File: src/rtl/gf256_div_seq.sv
// Sequential GF(2^8) divider: q = a * b^-1, with b^-1 evaluated as b^254 by square-and-multiply.
// A single combinational field multiplier is shared by the SQR, MUL and FINAL states.
module gf256_div_seq #(
   parameter logic [7:0] POLY = 8'h1B
) (
   input  logic       clk,
   input  logic       rst_n,
   input  logic       start,
   input  logic       inv_only,
   input  logic [7:0] a,
   input  logic [7:0] b,
   output logic       busy,
   output logic       done,
   output logic [7:0] q,
   output logic       div_by_zero
);

   typedef enum logic [1:0] {
      IDLE,
      SQR,
      MUL,
      FINAL
   } stateT;

   stateT      r_state;
   stateT      w_nextState;

   logic [7:0] r_x;
   logic [7:0] r_acc;
   logic [7:0] r_aOp;
   logic       r_bZero;
   logic [2:0] r_step;
   logic [7:0] r_q;
   logic       r_divByZero;
   logic       r_done;

   logic [7:0] w_mulA;
   logic [7:0] w_mulB;
   logic [7:0] w_mulOut;
   logic [7:0] w_partial;
   logic [7:0] w_shifted;

   // Operand steering for the shared multiplier: x*x, acc*x, then acc*a.
   always_comb begin
      w_mulA = r_x;
      w_mulB = r_x;
      case (r_state)
         SQR: begin
            w_mulA = r_x;
            w_mulB = r_x;
         end
         MUL: begin
            w_mulA = r_acc;
            w_mulB = r_x;
         end
         FINAL: begin
            w_mulA = r_acc;
            w_mulB = r_aOp;
         end
         default: begin
            w_mulA = r_x;
            w_mulB = r_x;
         end
      endcase
   end

   // Shift-and-add multiply; each doubling of the running term is reduced by POLY.
   always_comb begin
      w_partial = 8'h00;
      w_shifted = w_mulA;
      for (int k = 0; k < 8; k++) begin
         if (w_mulB[k]) begin
            w_partial = w_partial ^ w_shifted;
         end
         w_shifted = {w_shifted[6:0], 1'b0} ^ (w_shifted[7] ? POLY : 8'h00);
      end
      w_mulOut = w_partial;
   end

   always_comb begin
      w_nextState = r_state;
      case (r_state)
         IDLE: begin
            if (start) begin
               w_nextState = SQR;
            end
         end
         SQR: begin
            w_nextState = MUL;
         end
         MUL: begin
            if (r_step == 3'd7) begin
               w_nextState = FINAL;
            end else begin
               w_nextState = SQR;
            end
         end
         FINAL: begin
            w_nextState = IDLE;
         end
         default: begin
            w_nextState = IDLE;
         end
      endcase
   end

   always_ff @(posedge clk or negedge rst_n) begin
      if (!rst_n) begin
         r_state <= IDLE;
      end else begin
         r_state <= w_nextState;
      end
   end

   // Operands are latched only on acceptance, so input changes while busy are ignored.
   always_ff @(posedge clk or negedge rst_n) begin
      if (!rst_n) begin
         r_x         <= 8'h00;
         r_acc       <= 8'h00;
         r_aOp       <= 8'h00;
         r_bZero     <= 1'b0;
         r_step      <= 3'd0;
         r_q         <= 8'h00;
         r_divByZero <= 1'b0;
         r_done      <= 1'b0;
      end else begin
         r_done <= 1'b0;
         case (r_state)
            IDLE: begin
               if (start) begin
                  r_aOp   <= inv_only ? 8'h01 : a;
                  r_x     <= b;
                  r_acc   <= 8'h01;
                  r_bZero <= (b == 8'h00);
                  r_step  <= 3'd1;
               end
            end
            SQR: begin
               r_x <= w_mulOut;
            end
            MUL: begin
               r_acc <= w_mulOut;
               if (r_step != 3'd7) begin
                  r_step <= r_step + 3'd1;
               end
            end
            FINAL: begin
               r_q         <= w_mulOut;
               r_divByZero <= r_bZero;
               r_done      <= 1'b1;
            end
            default: begin
               r_done <= 1'b0;
            end
         endcase
      end
   end

   assign busy        = (r_state != IDLE);
   assign done        = r_done;
   assign q           = r_q;
   assign div_by_zero = r_divByZero;

endmodule

File: config.mk
export PLATFORM = sky130hd
export DESIGN_NAME = gf256_div_seq
export DESIGN_NICKNAME = d
export VERILOG_FILES = /design/src/rtl/gf256_div_seq.sv
export SDC_FILE = /design/constraint.sdc
export NUM_CORES = 1
export LEC_CHECK = 0
export ABC_AREA = 1
export BUFFER_PORTS_ARGS = -buffer_cell sky130_fd_sc_hd__buf_4
export CAP_MARGIN = 10
export CELL_PAD_IN_SITES_DETAIL_PLACEMENT = 0
export CELL_PAD_IN_SITES_GLOBAL_PLACEMENT = 2
export CORE_MARGIN = 8
export CORE_UTILIZATION = 35
export CTS_CLUSTER_DIAMETER = 50
export DETAILED_ROUTE_END_ITERATION = 10
export GPL_TIMING_DRIVEN = 0
export PLACE_DENSITY_LB_ADDON = 0.1
export SETUP_SLACK_MARGIN = 0.3
export SLEW_MARGIN = 5
export SYNTH_ARGS = -nofsm -noshare
export SYNTH_HDL_FRONTEND = slang
export SYNTH_SLANG_ARGS = --single-unit
File: constraint.sdc
create_clock -name clk -period 4.51 [get_ports clk]
set_input_delay 0.2255 -clock clk [delete_from_list [all_inputs] [get_ports clk]]
set_output_delay 0.2255 -clock clk [all_outputs]
set_load 0.03 [all_outputs]
* After elaboration in Yosys (flattened, before gate mapping)
Index checks and enable logic that the tools add are counted.
** Operators by class
- $add $sub $neg :: 1
- Mux-type cells :: 29
- Equal/unequal tests :: 7
- Bitwise operators :: 14
- Reduce and logical (&&, ||, !) cells :: 10
** Operators by type and width (count)
- 8-bit 2-to-1 mux :: 13
- 8-bit by 5-bit bitwise XOR with 8-bit output :: 7
- 8-bit bitwise XOR :: 7
- 5-bit 2-to-1 mux :: 7
- 8-bit case mux with 2 select lines :: 2
- 8-bit zero test :: 1
- 2-bit case mux with 4 select lines :: 1
- 3-bit 2-to-1 mux :: 2
- 3-bit case mux with 2 select lines :: 1
- 2-bit AND reduction :: 3
- 2-bit nonzero test :: 3
- 2-bit == test, second input constant :: 2
- 2-bit 2-to-1 mux :: 2
- 2-bit != test, second input constant :: 2
- 3-bit by 1-bit adder with 3-bit output, second input constant :: 1
- 3-bit == test, second input constant :: 1
- 3-bit != test, second input constant :: 1
- 3-bit AND reduction :: 1
- 2-bit by 1-bit == test with 1-bit output, second input constant :: 1
- 2-bit zero test :: 1
- 2-bit OR reduction :: 1
- 1-bit 2-to-1 mux :: 1
** Storage, ports and cells
- Input port bits :: 20
- Logic and storage cells :: 70
- Register bits :: 40

* Logic depth before layout (Yosys ltp)
- Word-level depth :: 20
- Mapped depth :: 20
- Mapped depth without buffers :: 19

* Worst setup path after synthesis
OpenSTA, ideal clock, no wires.
- Path type :: flip-flop to flip-flop
- From :: reg r_state[1]
- To :: reg r_x[1]
- Data arrival time :: 1.829 ns
- Slack :: 2.562 ns
- Buffers on the path :: 2
- Library setup time :: 0.118 ns
- Stages on the path, launching flop included :: 18
- Required time :: 4.392 ns
- Cells stage by stage :: dfrtp_1 buf_6 buf_8 nand2_1 nand2_1 nand2_2 nand2_2 nand2_1 nand2_4 nand2_1 nand2_1 nor2_1 xor2_1 inv_1 nand2_1 nand3_1 nand3_1 nand2_1
** Between the ends
- Longest elaborated chain between the ends :: 20
- Elaborated cells between the ends (all ways) :: 40
- Classes of those cells :: eq/ne (4); mux (18); bitwise (14); reduce/logical (4)
** Ends and longest elaborated chain
- from (decl) :: RTL line 25 : stateT r_state;
- from (signal assigned) :: RTL line 111 : r_state <= w_nextState;
- 2-bit == test :: RTL line 47 : case (r_state)
- 2-bit OR reduction (no line)
- 8-bit 2-to-1 mux :: RTL line 47
- 5-bit 2-to-1 mux :: RTL line 75 : w_shifted = {w_shifted[6:0], 1'b0} ^ (w_shifted[7] ? POLY : 8'h00);
- 8-bit by 5-bit bitwise XOR with 8-bit output :: RTL line 75
- 8-bit bitwise XOR :: RTL line 73 : w_partial = w_partial ^ w_shifted;
- 8-bit 2-to-1 mux :: RTL line 72 : if (w_mulB[k]) begin
- 8-bit bitwise XOR :: RTL line 73
- [... 4 more ...]
- 8-bit 2-to-1 mux :: RTL line 72
- 8-bit bitwise XOR :: RTL line 73
- 8-bit 2-to-1 mux :: RTL line 72
- 8-bit bitwise XOR :: RTL line 73
- 8-bit 2-to-1 mux :: RTL line 72
- 8-bit bitwise XOR :: RTL line 73
- 8-bit 2-to-1 mux :: RTL line 72
- 8-bit case mux with 2 select lines :: RTL line 128 : case (r_state)
- to (signal assigned) :: RTL line 139 : r_x <= w_mulOut;
- to (decl) :: RTL line 28 : logic [7:0] r_x;
Parallel ways exist; a longest one is shown, timed or not.
A chain may end at the register's enable or synchronous reset.

* Worst setup path after layout
- From :: reg r_state[0]
- To :: reg r_x[1]
Same word-level chain as after synthesis.

==> impl_metrics.env <==
export IMPL_path_clk_slew_ns=0.09
export IMPL_finalSetupViolations=0
export IMPL_crit_path_start_kind="flip-flop"
export IMPL_worst_path_max_fanout=10
export IMPL_drtIter0Drc=181
export IMPL_postCtsSetupRepairBufs=0
export IMPL_clock_path_buffers=2
export IMPL_drt_wirelength_per_cell_um=14.63
export IMPL_drt_total_wl_mm=10.89
export IMPL_cts_tree="built"
export IMPL_min_path_cells=3
export IMPL_synth_area_leaders="nand2_1, dfrtp_1, inv_1"
export IMPL_period_minus_slack_ns=2.542
export IMPL_htreeDepth=2
export IMPL_antenna_cells=0
export IMPL_via_per_inst=4.671
export IMPL_fillers=1066
export IMPL_ys_ff_latch=40
export IMPL_skew_ns=0.003153
export IMPL_die_y_um=115.5
export IMPL_finalSetupTns_ns=0
export IMPL_outcome="finished clean"
export IMPL_grt_pass1_wl_mm=17.62
export IMPL_syn_to_final_growth_pct=14.92
export IMPL_tightest_slew_ns=0.5852
export IMPL_synth_area_um2=3463
export IMPL_yosysUniqueCellTypes=30
export IMPL_core_area_um2=9684
export IMPL_yosysTopAreaCell="nand2_1"
export IMPL_gp_congestion=0.8420
export IMPL_start_util=0.3576
export IMPL_dpl_hpwl_mm=8.650
export IMPL_drive_gt1_frac=0.1211
export IMPL_clock_latency_ns=0.31
export IMPL_min_path_type="primary input to flip-flop"
export IMPL_grt_max_degree=41
export IMPL_layout_commonest_cell="nand2_1"
export IMPL_clock_sinks=40
export IMPL_clock_fmax_mhz=393.5
export IMPL_io_pins=31
export IMPL_numPortBuffers=30
export IMPL_maxSlewHeadroom=0.6072
export IMPL_finalHoldViolations=0
export IMPL_cts_buffers=5
export IMPL_cap_violations=0
export IMPL_num_nets_final=632
export IMPL_grt_pass1_vias=3424
export IMPL_cts_root_buf="clkbuf_8"
export IMPL_timing_final_crit_share=0.5635
export IMPL_rr_worst_depth=11
export IMPL_required_ns=4.71
export IMPL_worstPathArrival_ns=2.74
export IMPL_die_area_um2=13330
export IMPL_syn_num_nets=594
export IMPL_drc=0
export IMPL_grt_usage=0.1728
export IMPL_drtPass1Iterations=4
export IMPL_vias=3475
export IMPL_drtAntennaViolNets=0
export IMPL_avgSynthCellArea_um2=6.055
export IMPL_die_width_um=115.5
export IMPL_ys_seq_area_frac=0.2890
export IMPL_synthCells=572
export IMPL_antenna_found_initial=0
export IMPL_cp_end_kind="flip-flop"
export IMPL_final_max_slew_viol_count=0
export IMPL_row_count=36
export IMPL_final_cell_mix="nand2_1, inv_1, nand3_1"
export IMPL_rsz0062_at_grt="false"
export IMPL_synth_top_area_share=0.2915
export IMPL_grt_ovfl_total=0
export IMPL_crit_type="flip-flop to flip-flop"
export IMPL_yosys_warnings=0
## cell type report
cell class / instances / area (um2) / area share
inverter: 79 / 296.5 / 0.07450
clock buffer: 5 / 68.82 / 0.01729
sequential: 40 / 1001 / 0.2515
timing repair buffer: 31 / 235.2 / 0.05910
multi-input combinational: 444 / 2096 / 0.5266
clock inverter: 3 / 46.29 / 0.01163
tap: 133 / 166.4 / 0.04181
buffer: 9 / 70.07 / 0.01760
## state kept, by name (all words and copies together), names as in the netlist
name,flops
r_state,2
done,1
r_acc,8
r_aOp,8
r_step,3
q,8
r_x,8
div_by_zero,1
r_bZero,1
## metrics by stage
| step | hold slack (ns) | worst slack (ns) | cell area, um2 | std cells | utilization |
|---|---|---|---|---|---|
| 2_1_floorplan | -0.07009 | 2.562 | 3463 | 572 | - |
| 3_3_place_gp | 0.2436 | 1.957 | 3855 | 735 | 0.3981 |
| 3_5_place_dp | 0.2478 | 1.967 | 3855 | 735 | 0.3981 |
| 4_1_cts | 0.1425 | 1.951 | 3980 | 744 | 0.4110 |
| 5_1_grt | 0.1402 | 1.687 | 3980 | 744 | 0.4110 |
| 6_report | 0.1524 | 1.968 | 3980 | 744 | 0.4110 |
## routing by layer
| metal | global-route usage | vias to the layer above | share of wire |
|---|---|---|---|
| li1 | - | 1817 | - |
| met4 | 0.06392 | 0 | 0.027 |
| met2 | 0.2950 | 66 | 0.48 |
| met3 | 0.02501 | 13 | 0.043 |
| met5 | 0 | - | 0 |
| met1 | 0.2154 | 1579 | 0.45 |
## worst max-delay path, stage by stage (launching register included)
cell,delay (ns)
dfrtp_1,0.51
nand2_2,0.15
buf_6,0.17
o21ai_1,0.47
inv_1,0.23
nor2_1,0.17
xor2_1,0.22
inv_1,0.06
nand2_1,0.08
nand3_1,0.13
nand3_1,0.17
nand2_1,0.06
## path summary, 6_finish.rpt
kind,end,from,slack (ns)
min in group asynchronous,r_aOp[1]$_DFFE_PN0P_,rst_n,0.44
hold / removal,r_aOp[3]$_DFFE_PN0P_,a[3],0.15
max in group asynchronous,q[2]$_DFFE_PN0N_,rst_n,3.70
setup / recovery,r_x[1]$_DFFE_PN0P_,r_state[0]$_DFFE_PN0P_,1.97
setup reg to reg,r_x[1]$_DFFE_PN0P_,r_state[0]$_DFFE_PN0P_,1.97
hold reg to reg,div_by_zero$_DFFE_PN0N_,div_by_zero$_DFFE_PN0N_,0.49
## synthesized netlist by cell type
library cell  number
a21o_1             1
a21oi_1            2
a31oi_1            1
buf_2              2
buf_6              3
buf_8              1
clkbuf_1           3
clkinv_1           1
dfrtp_1           40
ha_1               2
inv_1             74
inv_2              4
nand2_1          269
nand2_2           17
nand2_4            2
nand3_1           49
nand3_2            1
nand3b_1           3
nand4_1            4
nor2_1            26
o21ai_0           14
o21ai_1            4
o21ai_2            4
o21ai_4            1
o22ai_1            7
o31ai_1            1
or2_1              3
xnor2_1           13
xor2_1            19
xor2_2             1
## repair_timing
action,in CTS,in global routing
hold buffers,1,0
resized for setup,0,0
endpoints found under the hold margin,40,0
## logic make-up (layout without fill, tap and decap cells)
family | Yosys count | after routing | synth area share
and+or+nand+nor | 374 | 374 | 0.4498
buffers and inverters | 88 | 127 | 0.1058
DFF | 40 | 40 | 0.2890
AOI/OAI and AO/OA | 35 | 35 | 0.06250
xor gates and xnor gates | 33 | 33 | 0.08562
adders and majority gates | 2 | 2 | 0.007224
Power is left out: the tool's default activity adds up to more than one toggle a clock period on the data nets, which glitch-free logic cannot reach.
